### src/rtl/ita_activation_ctrl.sv
// Activation sequencer: issues tile beats to a fixed-latency activation datapath
// and collects the results in a credit-protected output FIFO.
module ita_activation_ctrl #(
  parameter int DW    = 128,
  parameter int LAT   = 5,
  parameter int DEPTH = 8
) (
  input  logic          clk_i,
  input  logic          rst_ni,
  input  logic          cfg_valid_i,
  output logic          cfg_ready_o,
  input  logic [1:0]    cfg_activation_i,
  input  logic [15:0]   cfg_len_i,
  input  logic          in_valid_i,
  output logic          in_ready_o,
  input  logic [DW-1:0] in_data_i,
  output logic          act_calc_en_o,
  output logic          act_calc_en_q_o,
  output logic [1:0]    act_activation_o,
  output logic [DW-1:0] act_data_o,
  input  logic [DW-1:0] act_data_i,
  output logic          out_valid_o,
  input  logic          out_ready_i,
  output logic [DW-1:0] out_data_o,
  output logic          out_last_o,
  output logic          busy_o
);
  localparam int CW = $clog2(DEPTH + 1);
  localparam int PW = (DEPTH > 1) ? $clog2(DEPTH) : 1;
  localparam logic [CW:0]   DEPTH_C = (CW + 1)'(DEPTH);
  localparam logic [CW-1:0] FULL_C  = CW'(DEPTH);
  localparam logic [CW-1:0] ONE_C   = CW'(1);
  localparam logic [PW-1:0] PTR_MAX = PW'(DEPTH - 1);

  typedef enum logic [1:0] {IDLE = 2'd0, RUN = 2'd1, DRAIN = 2'd2} state_e;

  state_e          state_q, state_d;
  logic [1:0]      act_q, act_d;
  logic [15:0]     len_q, len_d;
  logic [LAT-1:0]  vld_q, vld_d, lst_q, lst_d;
  logic [CW-1:0]   inflight_q, inflight_d, fcnt_q, fcnt_d;
  logic [PW-1:0]   wr_q, wr_d, rd_q, rd_d;
  logic [DW:0]     mem_q [DEPTH];
  logic            accept_s, last_beat_s, push_s, pop_s, empty_s;
  logic [CW:0]     credit_s;

  function automatic logic [PW-1:0] ptr_inc(input logic [PW-1:0] p);
    if (p == PTR_MAX) return {PW{1'b0}};
    else return p + PW'(1);
  endfunction

  assign empty_s     = (fcnt_q == {CW{1'b0}});
  assign credit_s    = {1'b0, inflight_q} + {1'b0, fcnt_q};
  assign in_ready_o  = (state_q == RUN) && (credit_s < DEPTH_C);
  assign accept_s    = in_valid_i && in_ready_o;
  assign last_beat_s = accept_s && (len_q == 16'd1);
  assign push_s      = vld_q[LAT-1];
  assign pop_s       = out_valid_o && out_ready_i;

  assign cfg_ready_o      = (state_q == IDLE);
  assign busy_o           = (state_q != IDLE);
  assign act_calc_en_o    = accept_s;
  assign act_calc_en_q_o  = vld_q[0];
  assign act_activation_o = act_q;
  assign act_data_o       = accept_s ? in_data_i : {DW{1'b0}};
  assign out_valid_o      = !empty_s;
  assign out_data_o       = empty_s ? {DW{1'b0}} : mem_q[rd_q][DW-1:0];
  assign out_last_o       = !empty_s && mem_q[rd_q][DW];

  // Tile sequencing: config latch, beat countdown, drain until the last beat leaves.
  always_comb begin
    state_d = state_q;
    act_d   = act_q;
    len_d   = len_q;
    case (state_q)
      IDLE: begin
        if (cfg_valid_i && (cfg_len_i != 16'd0)) begin
          state_d = RUN;
          act_d   = cfg_activation_i;
          len_d   = cfg_len_i;
        end else begin
          state_d = IDLE;
        end
      end
      RUN: begin
        if (accept_s) begin
          len_d = len_q - 16'd1;
          if (last_beat_s) state_d = DRAIN;
          else state_d = RUN;
        end else begin
          state_d = RUN;
        end
      end
      DRAIN: begin
        if (pop_s && out_last_o) state_d = IDLE;
        else state_d = DRAIN;
      end
      default: state_d = IDLE;
    endcase
  end

  // Latency tag pipeline, in-flight credit and FIFO bookkeeping.
  always_comb begin
    vld_d    = {vld_q[LAT-1:0]};
    lst_d    = {lst_q[LAT-1:0]};
    vld_d[0] = accept_s;
    lst_d[0] = last_beat_s;
    for (int i = 1; i < LAT; i++) begin
      vld_d[i] = vld_q[i-1];
      lst_d[i] = lst_q[i-1];
    end
    case ({accept_s, push_s})
      2'b10:   inflight_d = inflight_q + ONE_C;
      2'b01:   inflight_d = inflight_q - ONE_C;
      default: inflight_d = inflight_q;
    endcase
    case ({push_s, pop_s})
      2'b10:   fcnt_d = fcnt_q + ONE_C;
      2'b01:   fcnt_d = fcnt_q - ONE_C;
      default: fcnt_d = fcnt_q;
    endcase
    if (push_s) wr_d = ptr_inc(wr_q);
    else wr_d = wr_q;
    if (pop_s) rd_d = ptr_inc(rd_q);
    else rd_d = rd_q;
  end

  // Control state; reset discards any partially processed tile.
  always_ff @(posedge clk_i or negedge rst_ni) begin
    if (!rst_ni) begin
      state_q    <= IDLE;
      act_q      <= 2'd0;
      len_q      <= 16'd0;
      vld_q      <= {LAT{1'b0}};
      lst_q      <= {LAT{1'b0}};
      inflight_q <= {CW{1'b0}};
      fcnt_q     <= {CW{1'b0}};
      wr_q       <= {PW{1'b0}};
      rd_q       <= {PW{1'b0}};
    end else begin
      state_q    <= state_d;
      act_q      <= act_d;
      len_q      <= len_d;
      vld_q      <= vld_d;
      lst_q      <= lst_d;
      inflight_q <= inflight_d;
      fcnt_q     <= fcnt_d;
      wr_q       <= wr_d;
      rd_q       <= rd_d;
    end
  end

  // Result storage; contents are qualified by the FIFO count, so no reset is needed.
  always_ff @(posedge clk_i) begin
    if (push_s) mem_q[wr_q] <= {lst_q[LAT-1], act_data_i};
  end

  // Credit accounting must keep every result push within FIFO capacity.
  assert property (@(posedge clk_i) disable iff (!rst_ni)
    !(push_s && !pop_s && (fcnt_q == FULL_C)));

endmodule

### config.mk
export PLATFORM = sky130hd
export DESIGN_NAME = ita_activation_ctrl
export DESIGN_NICKNAME = d
export VERILOG_FILES = /design/src/rtl/ita_activation_ctrl.sv
export SDC_FILE = /design/constraint.sdc
export NUM_CORES = 1
export LEC_CHECK = 0
export BUFFER_PORTS_ARGS = -buffer_cell sky130_fd_sc_hd__buf_2
export CAP_MARGIN = 30
export CORE_ASPECT_RATIO = 0.7
export CORE_MARGIN = 2
export CORE_UTILIZATION = 55
export CTS_CLUSTER_DIAMETER = 120
export DETAILED_ROUTE_END_ITERATION = 8
export PLACE_DENSITY = 0.76
export SYNTH_ARGS = -nofsm -noshare
export SYNTH_HDL_FRONTEND = slang
export SYNTH_SLANG_ARGS = --single-unit
### constraint.sdc
create_clock -name clk_i -period 25.4 [get_ports clk_i]
set_input_delay 2.54 -clock clk_i [delete_from_list [all_inputs] [get_ports clk_i]]
set_output_delay 2.54 -clock clk_i [all_outputs]
set_load 0.05 [all_outputs]
==> results.json, run 1 <==
{
  "outcome": "completed",
  "grt_pass1_wl_um": 140600,
  "vdd_drop_max_v": 0.0001049,
  "p_clk_share_pct": 23.9,
  "p_leak_nw": 17.50,
  "core_mm2": 0.07657,
  "grt.overflow.total": 0,
  "syn_avg_cell_area_um2": 20.87,
  "num_vias": 21820,
  "viasPerCell": 5.890,
  "ys_seq_area_share_pct": 75.69,
  "yosys-top-cells-count": "edfxtp_1 (1032), mux4_2 (258), nor2_1 (151)",
  "min_period_ns": 7.136,
  "cts.reportedPaths.clkPinSlew_ns": 0.07,
  "power_frac_comb_pct": 40.8,
  "fp-row-count": 85,
  "hp-class": "flip-flop to flip-flop",
  "synth_top_area_share_pct": 73.09,
  "p_seq_share_pct": 35.3,
  "clock_path_buffers": 3,
  "die_h_um": 236.3,
  "io_pins": 544,
  "critPathArrivalTime_ns": 4.60,
  "grt_max_degree": 161,
  "setup_viol": 0,
  "crit_path_start_kind": "input port",
  "cts_buffers": 99,
  "path_max_fanout": 138,
  "hold_violations": 0,
  "yosysUniqueCellTypes": 66,
  "max_cap_viol_count": 0,
  "rsz0062_at_grt": "no",
  "cts_resized": 0,
  "p_total_mw": 6.074,
  "yosysMostFrequentCell": "edfxtp_1",
  "worstPathRequired_ns": 22.86,
  "fin_worst_skew_ns": 0.01454,
  "dieArea_mm2": 0.07936,
  "synth.area.top_cells": "edfxtp_1 (73%), mux4_2 (14%), mux2i_1 (3.1%)",
  "ant_nets": 0,
  "yosys_register_bits": 1076,
  "slew_headroom_pct": 26.53,
  "synth_edf_count": 1032,
  "die_w_um": 335.8,
  "syn_inst": 2031,
  "grt_pass1_vias": 22180,
  "fmax_ghz": 0.1401,
  "place_congestion": 0.9985,
  "cts-root-buf": "clkbuf_16",
  "cts.sinks": 1076,
  "antenna_found_initial": 33,
  "cts_tree": "done",
  "worst_pin_slew_ns": 1.102,
  "routed_wl_um": 95360,
  "fin_tns_setup_ns": 0,
  "syn_to_final_growth_pct": 17.11,
  "power_switching_mw": 2.395,
  "numPortBuffers": 543,
  "start_util_pct": 55.37,
  "first_pass_iters": 6,
  "first_iter_violations": 1923,
  "worst_skew_pair.late_latency_ns": 0.65,
  "hold_buffers": 0,
  "drc": 0,
  "fin_area_mm2": 0.04965,
  "syn_nets": 2326,
  "fillCellCount": 5137,
  "end_kind": "output pin",
  "grt_use_total_pct": 23.98,
  "drive_gt1_share_pct": 38.03,
  "ys.flop_type": "edfxtp_1",
  "fin_crit_sh_pct": 28.09,
  "nNetsFinal": 2901,
  "cts-htree-levels": 3,
  "synth_largest_area_cell": "edfxtp_1",
  "power.density_mw_per_mm2": 122.3,
  "postCtsSetupBuffers": 0,
  "yosys_warnings": 0,
  "drv_slew": 0,
  "syn_area_mm2": 0.04240,
  "post_drt_wl_per_cell_um": 25.74,
  "crit_type": "input port to output pin",
  "dp_hpwl_um": 55790,
  "synthArstFlopShare_pct": 4.089,
  "placed_area_mm2": 0.04642,
  "internal_power_mw": 3.679,
  "switching_share_pct": 39.44
}
per-layer routing:
layer / up-vias / GRT usage (%) / routed length [µm]
met2: 740 / 37.38 / 45830
met1: 11460 / 33.47 / 39200
met3: 158 / 7.802 / 8463
met5: - / 0 / 211
li1: 9428 / - / -
met4: 32 / 5.354 / 1653
through the flow:
| stage | cells | hold slack [ns] | util (%) | worst slack (ns) |
|---|---|---|---|---|
| after detailed placement | 3505 | 0.3371 | 60.63 | 18.38 |
| final | 3705 | 0.3498 | 64.84 | 18.26 |
| after global placement | 3498 | 0.3354 | 60.39 | 18.57 |
| after global routing | 3693 | 0.3667 | 64.80 | 18.10 |
| after floorplan | 2031 | 0.3312 | - | 15.33 |
| after CTS | 3687 | 0.3522 | 64.78 | 18.37 |
cells by family after synthesis:
family | after synthesis | share of synthesized area [%]
compound gates | 60 | 1.121
xor+xnor | 8 | 0.1652
fa+ha+maj | 16 | 0.4899
buf+inv | 124 | 1.284
flops | 1076 | 75.69
mux | 396 | 16.98
simple gates | 351 | 4.267
critical path, cell delays in order:
cell     delay, ns
buf_2         0.16
nor4b_1       0.37
o211a_4       0.94
and2_1        0.26
buf_2         0.27
worst paths after layout:
kind | start | slack [ns] | cells after the start | endpoint
worst max-delay path | in_valid_i | 18.26 | 5 | act_data_o[111]
worst max register to register | fcnt_q[3] | 21.25 | 11 | inflight_q[2]
worst min register to register | vld_q[3] | 0.35 | 0 | vld_q[4]
min in group asynchronous | rst_ni | 1.76 | 1 | vld_q[0]
worst min-delay path | vld_q[3] | 0.35 | 0 | vld_q[4]
max in group asynchronous | rst_ni | 23.13 | 2 | rd_q[1]
state kept, by name, indices dropped and copies added (netlist names):
| register | flops |
|---|---|
| act_activation_o | 2 |
| vld_q | 5 |
| inflight_q | 4 |
| mem_q | 1032 |
| fcnt_q | 4 |
| state_q | 2 |
| len_q | 16 |
| lst_q | 5 |
| wr_q | 3 |
| rd_q | 3 |
power groups by stage:
stage,sequential (mW),combinational (mW),clock [mW]
after floorplan,2.16,1.90,0
after global placement,2.17,2.44,0
after detailed placement,2.18,2.49,0
after CTS,2.14,2.50,1.48
after global routing,2.15,2.61,1.55
final,2.14,2.48,1.45
cells in the final DEF (no fill, tap or decap), types with 6 or more instances in the layout:
cell and n:
edfxtp_1 1032, buf_2 543, mux4_2 258, nor2_1 145, mux2i_1 132, and2_1 129, clkbuf_16 102, dfrtp_1 41
buf_4 35, clkbuf_1 21, nand2_1 20, clkinv_1 19, diode_2 18, clkinv_2 16, ha_1 15, inv_1 11
a21oi_1 11, nor4_1 8, nand2b_1 7, nor3_1 7, o221ai_1 7, bufinv_16 7, nor2_4 6, mux2_2 6
clkinvlp_4 6, clkbuf_8 6
area by class of cell:
| type | instances | area [µm²] | share of cell area, % |
|---|---|---|---|
| inverter | 11 | 41.29 | 0.08316 |
| clock inverter | 53 | 469.2 | 0.9450 |
| tap | 1000 | 1251 | 2.520 |
| sequential | 1076 | 32100 | 64.65 |
| timing repair buffer | 587 | 3198 | 6.441 |
| multi-input combinational | 831 | 9831 | 19.80 |
| clock buffer | 129 | 2714 | 5.466 |
| antenna | 18 | 45.04 | 0.09072 |
Note: power is estimated with default switching activity, not from simulation.
==> run 2, diff against run 1 <==
- CORE_UTILIZATION: 55 -> 52
- clock period: 25.4 -> 6.2 ns (I/O delays scaled with it)
==> results.json, run 2 (synthesis gave the netlist of run 1 again) <==
{
  "viasPerCell": 5.960,
  "place_worst_setup_slack_ns": 2.495,
  "slowest_delay_ns": 0.96,
  "multi_input_area_mm2": 0.009843,
  "num_vias": 22320,
  "cts.sinks": 1076,
  "fmax_ghz": 0.2410,
  "syn_to_final_growth_pct": 16.84,
  "grtUsageMet1_pct": 39.79,
  "cts-htree-levels": 3,
  "max_cap_viol_count": 0,
  "power_frac_comb_pct": 41.8,
  "grt_pass1_wl_um": 165600,
  "power_switching_mw": 10.18,
  "drc": 0,
  "nNetsFinal": 2887,
  "final_cell_mix": "edfxtp_1 (1032), buf_2 (543), mux4_2 (258), nor2_1 (145), mux2i_1 (132)",
  "path_cells": "buf_4 > mux2i_1 > nor2_1 > buf_2",
  "cts_resized": 0,
  "p_leak_nw": 17.37,
  "grt.met3_usage_pct": 4.851,
  "crit_path_top_delay_cell": "dfrtp_4",
  "register_area_mm2": 0.03210,
  "start_util_pct": 52.56,
  "p_seq_share_pct": 35.2,
  "worstPathRequired_ns": 5.58,
  "critPathArrivalTime_ns": 3.53,
  "rr_startpoint": "fcnt_q[3]",
  "crit_start": "rd_q[2]",
  "cts.reportedPaths.clkPinSlew_ns": 0.06,
  "clock_path_buffers": 3,
  "p_clk_share_pct": 23.0,
  "fillCellCount": 5441,
  "antenna_found_initial": 49,
  "path_max_fanout": 45,
  "numPortBuffers": 543,
  "worst_skew_pair.late_latency_ns": 0.66,
  "first_iter_violations": 2638,
  "drive_gt1_share_pct": 37.85,
  "instances_no_fill": 3745,
  "post_drt_wl_per_cell_um": 30.97,
  "grt_busiest_layer": "met2",
  "holdWs_ns": 0.08663,
  "cts-root-buf": "clkbuf_16",
  "ant_nets": 0,
  "end_kind": "output pin",
  "crit_type": "flip-flop to output pin",
  "vdd_drop_max_v": 0.0005469,
  "dp_hpwl_um": 71790,
  "fp-row-count": 87,
  "outcome": "completed",
  "worst_pin_slew_ns": 1.079,
  "switching_share_pct": 40.67,
  "cts_tree": "done",
  "fin_crit_sh_pct": 66.92,
  "dieArea_mm2": 0.08387,
  "cts_buffers": 93,
  "grt_use_met2_pct": 45.57,
  "setup_viol": 0,
  "hold_buffers": 0,
  "drv_slew": 0,
  "grt_pass1_vias": 22550,
  "crit_path_start_kind": "flip-flop",
  "die_w_um": 345.3,
  "rsz0062_at_grt": "no",
  "dp_cells": 3564,
  "grt_max_degree": 145,
  "hp-class": "input port to asynchronous set/reset pin",
  "internal_power_mw": 14.85,
  "top_register": "mem_q",
  "routed_wl_um": 116000,
  "final_common_cell": "edfxtp_1",
  "hold_violations": 0,
  "fin_worst_skew_ns": 0.01703,
  "reg_top3": "mem_q (1032), len_q (16)",
  "io_pins": 544,
  "die_h_um": 242.9,
  "largest_reg_flops": 1032,
  "core_mm2": 0.08066,
  "first_pass_iters": 5,
  "postCtsSetupBuffers": 0,
  "power.density_mw_per_mm2": 505.2,
  "slew_headroom_pct": 28.07,
  "min_period_ns": 4.149,
  "setup_ws_ns": 2.051,
  "grt.overflow.total": 0,
  "place_congestion": 1.060,
  "grt_use_total_pct": 27.66
}
-- run 2: worst max-delay path: cells and delay by family, from the launching register on --
kind | cells | cell delay, ns
simple gates | 1 | 0.32
flops | 1 | 0.96
mux | 1 | 0.29
buf+inv | 2 | 1.22
-- run 2: layout make-up --
class | instances | area share (%)
inverter | 11 | 0.08335
antenna | 11 | 0.05557
timing repair buffer | 579 | 6.405
clock inverter | 57 | 1.159
multi-input combinational | 831 | 19.87
clock buffer | 112 | 4.925
tap | 1068 | 2.698
sequential | 1076 | 64.80
-- run 2: path summary, 6_finish.rpt --
check | depth (start not counted) | slack [ns] | end
worst min register to register | 0 | 0.35 | vld_q[3]
max in group asynchronous | 2 | 5.61 | rd_q[2]
worst max-delay path | 4 | 2.05 | out_data_o[6]
worst max register to register | 11 | 2.72 | inflight_q[2]
worst min-delay path | 2 | 0.09 | vld_q[0]
min in group clk_i | 2 | 0.19 | act_activation_o[0]
-- run 2: power groups by stage --
stage | Sequential [mW] | Clock [mW] | Combinational [mW]
2_1_floorplan | 8.83 | 0 | 7.81
5_1_grt | 8.86 | 6.11 | 10.9
3_3_place_gp | 9.05 | 0 | 10.2
6_report | 8.82 | 5.75 | 10.5
3_5_place_dp | 9.04 | 0 | 10.4
4_1_cts | 8.90 | 5.84 | 10.5
-- run 2: metal layers --
layer / up-vias / share of wire [%]
met1: 11670 / 41
met3: 181 / 7.3
met2: 1079 / 50
li1: 9378 / -
met4: 16 / 1.9
met5: - / 0.089
-- run 2: through the flow --
| stage | power, mW | instance area, µm² | utilization (%) | TNS (ns) |
|---|---|---|---|---|
| after detailed placement | 19.42 | 46470 | 57.61 | 0 |
| after floorplan | 16.64 | 42410 | - | -156.87 |
| after CTS | 25.21 | 49480 | 61.35 | 0 |
| after global placement | 19.25 | 46390 | 57.52 | 0 |
| final | 25.02 | 49540 | 61.41 | 0 |
| after global routing | 25.89 | 49530 | 61.40 | 0 |
